$ cat src/rtl/title_pkg.sv
// title_pkg: shared types and sizes for the title banner controller and bitmap drawer
package title_pkg;
   localparam int BANNER_W = 60;
   localparam int BANNER_H = 20;
   typedef logic signed [11:0] coord_s_t;
   typedef enum logic [2:0] {IDLE, SLIDE_IN, HOLD, SLIDE_OUT, DONE} title_state_t;
endpackage

$ cat src/rtl/rect_hit.sv
// rect_hit: registered rectangle hit test producing in-rectangle offsets and an inside flag
//   clk, reset        : clock, asynchronous active-high reset
//   i_px, i_py        : current pixel column/row
//   i_left, i_top     : signed top-left corner of the rectangle
//   i_en              : rectangle visible
//   o_off_x, o_off_y  : pixel offset within the rectangle (0 when outside), one cycle later
//   o_inside          : pixel inside a visible rectangle, one cycle later
module rect_hit
   import title_pkg::*;
#(
   parameter int W = BANNER_W,
   parameter int H = BANNER_H
) (
   input  logic        clk,
   input  logic        reset,
   input  logic [10:0] i_px,
   input  logic [10:0] i_py,
   input  coord_s_t    i_left,
   input  coord_s_t    i_top,
   input  logic        i_en,
   output logic [10:0] o_off_x,
   output logic [10:0] o_off_y,
   output logic        o_inside
);
   coord_s_t w_dx;
   coord_s_t w_dy;
   logic     w_in;
   assign w_dx = $signed({1'b0, i_px}) - i_left;
   assign w_dy = $signed({1'b0, i_py}) - i_top;
   // Sign bit rejects rows/columns above or left of the corner, so a banner
   // partly above the screen never wraps into the bottom rows.
   assign w_in = i_en && !w_dx[11] && (w_dx < coord_s_t'(W)) && !w_dy[11] && (w_dy < coord_s_t'(H));
   always_ff @(posedge clk or posedge reset)
      if (reset) begin
         o_off_x  <= '0;
         o_off_y  <= '0;
         o_inside <= 1'b0;
      end else begin
         o_off_x  <= w_in ? w_dx[10:0] : '0;
         o_off_y  <= w_in ? w_dy[10:0] : '0;
         o_inside <= w_in;
      end
endmodule

$ cat src/rtl/title_banner_ctrl.sv
// title_banner_ctrl: title banner sequencer (slide in, blink, slide out, pulse gameStart)
//   clk, reset        : pixel clock, asynchronous active-high reset
//   startOfFrame      : one-cycle pulse per VGA frame
//   enable            : starts the sequence from IDLE
//   startKey          : debounced start key level
//   pixelX, pixelY    : current VGA pixel
//   offsetX, offsetY  : pixel offset within the banner (registered)
//   InsideRectangle   : pixel inside visible banner (registered)
//   busy              : sequence running (not IDLE/DONE)
//   gameStart         : one-cycle pulse on entry to DONE
// Build option TITLE_SKIP_EN: a start key press during slide-in jumps straight to slide-out.
module title_banner_ctrl
   import title_pkg::*;
#(
   parameter int OBJECT_WIDTH_X = BANNER_W,
   parameter int OBJECT_HEIGHT_Y = BANNER_H,
   parameter int TARGET_X = 290,
   parameter int TARGET_Y = 200,
   parameter int START_Y = -20,
   parameter int SLIDE_STEP = 4,
   parameter int BLINK_FRAMES = 30
) (
   input  logic        clk,
   input  logic        reset,
   input  logic        startOfFrame,
   input  logic        enable,
   input  logic        startKey,
   input  logic [10:0] pixelX,
   input  logic [10:0] pixelY,
   output logic [10:0] offsetX,
   output logic [10:0] offsetY,
   output logic        InsideRectangle,
   output logic        busy,
   output logic        gameStart
);
   localparam int BW = $clog2(BLINK_FRAMES);
   localparam coord_s_t C_TX = coord_s_t'(TARGET_X);
   localparam coord_s_t C_TY = coord_s_t'(TARGET_Y);
   localparam coord_s_t C_SY = coord_s_t'(START_Y);
   localparam coord_s_t C_STEP = coord_s_t'(SLIDE_STEP);
   localparam logic [BW-1:0] C_BLINK_LAST = BW'(BLINK_FRAMES - 1);

   title_state_t  r_state, w_state;
   coord_s_t      r_pos_y, w_pos_y;
   logic [BW-1:0] r_blink_cnt, w_blink_cnt;
   logic          r_visible, w_visible;
   logic          r_start_key_d;
   logic          r_game_start;
   logic          w_rise;
   coord_s_t      w_up;
   coord_s_t      w_dn;

   assign w_rise = startKey && !r_start_key_d;
   assign w_up = r_pos_y + C_STEP;
   assign w_dn = r_pos_y - C_STEP;
   assign busy = (r_state != IDLE) && (r_state != DONE);
   assign gameStart = r_game_start;

   always_ff @(posedge clk or posedge reset)
      if (reset) begin
         r_state       <= IDLE;
         r_pos_y       <= C_SY;
         r_blink_cnt   <= '0;
         r_visible     <= 1'b0;
         r_start_key_d <= 1'b0;
         r_game_start  <= 1'b0;
      end else begin
         r_state       <= w_state;
         r_pos_y       <= w_pos_y;
         r_blink_cnt   <= w_blink_cnt;
         r_visible     <= w_visible;
         r_start_key_d <= startKey;
         r_game_start  <= (w_state == DONE) && (r_state != DONE);
      end

   always_comb begin
      w_state     = r_state;
      w_pos_y     = r_pos_y;
      w_blink_cnt = r_blink_cnt;
      w_visible   = r_visible;
      case (r_state)
         IDLE:
            if (enable) begin
               w_state   = SLIDE_IN;
               w_visible = 1'b1;
            end
         SLIDE_IN:
`ifdef TITLE_SKIP_EN
            if (w_rise) begin
               w_pos_y = C_TY;
               w_state = SLIDE_OUT;
            end else
`endif
            if (startOfFrame) begin
               w_pos_y = (w_up >= C_TY) ? C_TY : w_up;
               if (w_up >= C_TY) begin
                  w_state     = HOLD;
                  w_blink_cnt = '0;
               end
            end
         // The key press outranks a coincident frame tick, so no blink toggle that frame.
         HOLD:
            if (w_rise) begin
               w_visible = 1'b1;
               w_state   = SLIDE_OUT;
            end else if (startOfFrame) begin
               w_blink_cnt = (r_blink_cnt == C_BLINK_LAST) ? '0 : r_blink_cnt + BW'(1);
               w_visible   = (r_blink_cnt == C_BLINK_LAST) ? !r_visible : r_visible;
            end
         SLIDE_OUT:
            if (startOfFrame) begin
               w_pos_y = (w_dn <= C_SY) ? C_SY : w_dn;
               if (w_dn <= C_SY) begin
                  w_visible = 1'b0;
                  w_state   = DONE;
               end
            end
         default: ;
      endcase
   end

   rect_hit #(
      .W(OBJECT_WIDTH_X),
      .H(OBJECT_HEIGHT_Y)
   ) u_rect_hit (
      .clk      (clk),
      .reset    (reset),
      .i_px     (pixelX),
      .i_py     (pixelY),
      .i_left   (C_TX),
      .i_top    (r_pos_y),
      .i_en     (r_visible),
      .o_off_x  (offsetX),
      .o_off_y  (offsetY),
      .o_inside (InsideRectangle)
   );
endmodule

$ cat config.mk
export PLATFORM = sky130hd
export DESIGN_NAME = title_banner_ctrl
export DESIGN_NICKNAME = d
export VERILOG_FILES = /design/src/rtl/title_pkg.sv /design/src/rtl/rect_hit.sv /design/src/rtl/title_banner_ctrl.sv
export SDC_FILE = /design/constraint.sdc
export NUM_CORES = 1
export LEC_CHECK = 0
export CAP_MARGIN = 30
export CELL_PAD_IN_SITES_DETAIL_PLACEMENT = 1
export CELL_PAD_IN_SITES_GLOBAL_PLACEMENT = 1
export CORE_MARGIN = 2
export CORE_UTILIZATION = 35
export DETAILED_ROUTE_END_ITERATION = 16
export GPL_ROUTABILITY_DRIVEN = 0
export GPL_TIMING_DRIVEN = 0
export PLACE_DENSITY = 0.86
export SLEW_MARGIN = 0
export SYNTH_ARGS = -nofsm -noshare
export SYNTH_HDL_FRONTEND = slang
export SYNTH_SLANG_ARGS = --single-unit
$ cat constraint.sdc
create_clock -name clk -period 2.9 [get_ports clk]
set_clock_uncertainty 0.1 [all_clocks]
set_input_delay 0.87 -clock clk [delete_from_list [all_inputs] [get_ports clk]]
set_output_delay 0.87 -clock clk [all_outputs]
set_load 0.02 [all_outputs]
# After elaboration in Yosys (flattened, before gate mapping)
# Index checks and enable logic that the tools add are counted.
# word_totals
reg_bits,46
inputBits,27
out_inout_bits,25
elab_cells,79
# op_classes
mux,27
addsub,5
n_reduce_logical,19
n_eq_ne,15
n_lt_le_gt_ge,4
# op_table
operator,count
2-to-1 mux 12 bit,4
2-to-1 mux 5 bit,5
case mux 12 bit (2 select lines),1
2-to-1 mux 11 bit,2
2-to-1 mux 3 bit,6
"inequality test 2 bit, second input constant",7
"adder 12 x 4 -> 12 bit, second input constant",1
"greater-or-equal comparator 12 x 9 -> 1 bit, second input constant",1
"less-or-equal comparator 12 x 6 -> 1 bit, second input constant",1
"less-than comparator 12 x 6 -> 1 bit, second input constant",1
"less-than comparator 12 x 7 -> 1 bit, second input constant",1
case mux 3 bit (4 select lines),1
"subtractor 11 x 9 -> 12 bit, second input constant",1
subtractor 12 bit,1
"subtractor 12 x 4 -> 12 bit, second input constant",1
case mux 5 bit (2 select lines),1
"inequality test 3 bit, second input constant",3
logical AND 1 bit,7
"equality test 3 x 2 -> 1 bit, second input constant",2
2-to-1 mux 1 bit,6
AND reduction 6 bit,1
nonzero test 3 bit,2
"adder 5 x 1 -> 5 bit, second input constant",1
"equality test 5 bit, second input constant",1
other kinds (8),12

# Logic depth before layout (Yosys ltp)
# logic_depth
word_depth,7
ltp_mapped,11
ltp_nobuf,9

# Hierarchy
# Synthesis repeated with hierarchy kept, for this count alone.
# unflattened
hier_cells,485
area_unflattened_um2,3938.8
# by_module_without_submodules
module,seq_area_each_um2,area_per_inst_um2,instances,cells_per_inst
rect_hit,575.6,2108.3,1,246
title_banner_ctrl,536.8,1830.5,1,239

# Worst setup path before layout
# Ideal clock, no wire load.
# synth_timing
kind,in2reg
startpoint,input port pixelY[3]
endpoint,register u_rect_hit.o_off_y[4]
stages,8
setup_time_ns,0.111
required_time_ns,2.689
arrival_ns,2.641
n_path_buf,0
path_slack_ns,0.048
cell_sequence,ha_1 -> o21ai_0 -> a21oi_1 -> o31a_1 -> o21a_1 -> nor4_1 -> o2111ai_2 -> a2111oi_2
# synth_via
elab_chain_len,5
elab_cells_between_ends,6
cone_classes,add/sub: 1; order compare: 1; mux: 1; reduce/logical: 3
# synth_rtl
element,line_no,source
start: declaration,title_banner_ctrl.sv:29,"input logic [10:0] pixelY,"
subtractor 12 bit (*),rect_hit.sv:29,"assign w_dy = $signed({1'b0, i_py}) - i_top;"
"parallel branches: the longest is 3 deep, another holds less-than comparator 12 x 6 -> 1 bit",n/a,
2-to-1 mux 11 bit (*),rect_hit.sv:40,o_off_y <= w_in ? w_dy[10:0] : '0;
end signal: assignment,rect_hit.sv:40,
end: declaration,rect_hit.sv:22,"output logic [10:0] o_off_y,"
# Mark *: on every way between the ends.
# A chain may end at the register's enable or synchronous reset.

# Worst setup path in the final report
# layout_timing
startpoint,register r_pos_y[4]
endpoint,register u_rect_hit.o_off_y[0]
# layout_via
elab_chain_len,5
elab_cells_between_ends,6
cone_classes,add/sub: 1; order compare: 1; mux: 1; reduce/logical: 3
# layout_rtl
element,line_no,source
start: declaration,title_banner_ctrl.sv:44,"coord_s_t r_pos_y, w_pos_y;"
start signal: assignment,title_banner_ctrl.sv:69,r_pos_y <= w_pos_y;
subtractor 12 bit (*),rect_hit.sv:29,
"parallel branches: the longest is 2 deep, another holds less-than comparator 12 x 6 -> 1 bit",n/a,
logical AND 1 bit (*),rect_hit.sv:32,assign w_in = i_en && !w_dx[11] && (w_dx < coord_s_t'(W)) && !w_dy[11] && (w_dy < coord_s_t'(H));
2-to-1 mux 11 bit (*),rect_hit.sv:40,
# Marks and branches as above.

==> flow_summary.yaml <==
floorplan:
  die_w_um: 98.08
  start_util_pct: 35.87
  dieHeight_um: 98.08
  core_region_area_um2: 8636
  io_pins: 52
  num_rows: 34
  die-area_um2: 9620
layout:
  fin_cells: 560
  multi_input_area_um2: 2197
  fill_cells: 996
  drive_gt1_share_pct: 25.88
  syn_to_final_growth_pct: 44.87
  regArea_um2: 1112
  final_nets: 495
  n_antenna_cell: 0
  postLayoutCellArea_um2: 4488
synth:
  yosys.area_share.xor_xnor_pct: 3.393
  synthMuxAreaShare_pct: 0.6462
  postSynth.asyncResetShare_pct: 100.0
  synth_edf_count: 0
  syn_avg_cell_area_um2: 8.654
  synthSimpleGateAreaFrac_pct: 21.93
  synth_seq_cells: 44
  syn_inst: 358
  yosysSeqAreaShare_pct: 35.90
  synth.yosys.warnings: 0
  synth_top_family_by_area: "compound AO/OA/AOI/OAI gates"
  synth-main-ff-cell: "dfrtp_1"
  synth_compound_area_share_pct: 25.00
  synthDistinctLibCells: 71
  synth_fa_ha_area_share_pct: 6.866
  synth_area_um2: 3098
run:
  drv_cap: 0
status:
  failed_checks: "negative setup slack"
  status: "finished with violations"
global_route:
  grt_pass1_wl_um: 18150
  antenna_found_initial: 0
  grt_max_degree: 26
  grt-ovfl-total: 0
  grtUsageTotal_pct: 23.45
  grt_pass1_vias: 3428
setup_path:
  crit_type: "reg -> reg"
  worst-r2r-cell-count: 12
  critPathArrivalTime_ps: 3070
  reg2reg_from: "r_pos_y[4]"
  rrSetupSlack_ps: -40
  r2r_end: "u_rect_hit.o_off_y[0]"
  startpoint_type: "flop"
  max_stage_delay_ps: 360
  worst_setup_path_end_kind: "flop"
  worstPathMaxFanout: 10
  crit_start: "r_pos_y[4]"
  cpMaxStageDelayCell: "dfrtp_1"
  crit_required_ps: 3030
  path_cells: "clkbuf_4, clkinvlp_4, ha_4, o211ai_1, buf_4, a21boi_4, a2bb2oi_2, a21oi_2, nor4_4, o2111ai_4, buf_6, nor3b_2"
  crit_path_end: "u_rect_hit.o_off_y[0]"
timing:
  hold_violations: 0
  finalCriticalPeriod_ps: 2940
  maxSlewHeadroom_pct: 61.28
  rsz0062_at_grt: "yes"
  fmax_ghz: 0.3402
  maxSlewViolCount: 0
  worst_slack_ps: -39.71
  period_share_pct: 101.4
  finalSetupViolCount: 4
  worst_pin_slew_ps: 576.4
drt:
  drt_iter0_drc: 252
  vias: 3451
  ant_nets: 0
  wirelength_um: 12800
  drc: 0
  wl_per_cell_um: 22.85
  viasPerCell: 6.163
  first_pass_iters: 5
min_path:
  hold_class: "reg -> reg"
placement:
  placed_cell_area_um2: 3805
  placed_cells: 529
  dpl.hpwl_um: 7128
  port_buffers: 51
  pre_cts_ws_ps: -921.6
cts:
  clk_pin_slew_ps: 110
  cts-root-buf: "clkbuf_8"
  cts_tree: "built"
  cts_buffers: 5
  clock_latency_ps: 320
  clockBufferDepth: 2
  clock-sinks: 44
  cts-htree-levels: 2
power_and_ir_drop:
  p_leak_nw: 1.820
  p_per_area_nw_per_um2: 878.8
  vdd_drop_max_mv: 0.4744
power breakdown:
group          total, W  internal, W  switching (W)  leakage (nW)
clock          0.000533     0.000260       0.000272        0.0548
combinational   0.00249     0.000980        0.00151          1.23
sequential     0.000918     0.000758       0.000160         0.538
critical path, delay by kind of cell (launching register included):
| kind | cells | cell delay (ps) |
|---|---|---|
| AOI/OAI and AO/OA | 5 | 790 |
| adders and majority gates | 1 | 360 |
| and+or+nand+nor | 2 | 460 |
| buffers and inverters | 4 | 760 |
| DFF | 1 | 360 |
final cells by class:
cell class,count,area share (%)
clock inverters,3,1.032
repair buffers,81,16.20
flip-flops and latches,44,24.78
plain buffers,13,1.979
multi-input cells,280,48.95
clock buffers,5,1.533
inverters,26,2.509
well taps,108,3.011
placed cells by master (no fill, tap or decap), drive strengths merged, types with 5 or more instances in the layout:
master / synthesis / layout
a31oi: 9 / 9
clkbuf: 12 / 16
clkdlybuf4s50: 0 / 38
o22ai: 7 / 7
nor3b: 6 / 6
conb: 2 / 13
o21ai: 19 / 19
dfstp: 9 / 9
nand4: 6 / 6
clkinvlp: 0 / 5
buf: 7 / 37
nand2: 24 / 24
nor3: 21 / 21
xnor2: 8 / 8
a21oi: 27 / 27
dfrtp: 35 / 35
inv: 25 / 23
nor2: 25 / 25
ha: 17 / 17
nand3: 12 / 12
sequential cells by signal (all words and copies together), names as in the netlist:
signal and flops:
gameStart 1, r_pos_y 10, u_rect_hit.o_off_x 11, u_rect_hit.o_off_y 11, r_visible 1, r_start_key_d 1
r_state 3, u_rect_hit.o_inside 1, r_blink_cnt 5
kinds of logic after synthesis:
family / count (synthesis)
other: 2
buffers and inverters: 45
XOR/XNOR: 12
multiplexers: 2
AO/OA/AOI/OAI: 112
AND/OR/NAND/NOR: 124
adder cells (fa/ha/maj): 17
flip-flops: 44
per-stage QoR:
step	util, %	hold slack (ps)	TNS, ps	total power (W)
after floorplan	-	419.0	0	0.002076
after global placement	43.83	443.7	-10620	0.002491
after detailed placement	44.06	459.1	-11640	0.002581
after CTS	48.51	471.0	0	0.003373
after global routing	51.97	507.0	-1193	0.004102
final	51.97	471.4	-80.58	0.003944
routing by layer:
metal / track usage [%] / vias up / part of all wire [%] / wire length [um]
li1: - / 1488 / - / -
met1: 29.71 / 1715 / 40 / 5105
met2: 39.88 / 194 / 49 / 6332
met3: 4.009 / 54 / 5.8 / 740
met4: 9.081 / 0 / 4.8 / 620
met5: 0 / - / 0 / 0
repair_timing:
item,CTS,global route
hold buffers,0,0
gates resized for setup,51,49
setup buffers,12,16
setup endpoints to repair,26,26
gates cloned,1,0
pin swaps,18,20
cell usage after synthesis, drive strengths merged, types with 6 or more instances:
master	instances	area share [%]
nor3b	6	1.5
buf	7	1.4
dfrtp	35	28
a31oi	9	1.8
a21oi	27	4.4
nor3	21	4.1
xnor2	8	2.3
o21ai	19	3.1
nand2	24	2.9
o22ai	7	1.4
ha	17	6.9
nand3	12	1.9
clkbuf	12	1.5
nor2	25	3.2
dfstp	9	7.6
inv	25	3.0
nand4	6	1.2
how the worst min path moves through the flow:
stage / startpoint / to / slack, ps / cells past startpoint
4_1_cts: r_blink_cnt[0] / r_blink_cnt[0] / 470 / 1
2_1_floorplan: r_blink_cnt[0] / r_blink_cnt[0] / 420 / 1
3_5_place_dp: r_blink_cnt[0] / r_blink_cnt[0] / 460 / 1
3_3_place_gp: r_blink_cnt[0] / r_blink_cnt[0] / 440 / 1
5_1_grt: r_pos_y[10] / r_pos_y[10] / 510 / 2
6_report: r_blink_cnt[0] / r_blink_cnt[0] / 470 / 1
(Power assumes the default switching activity.)
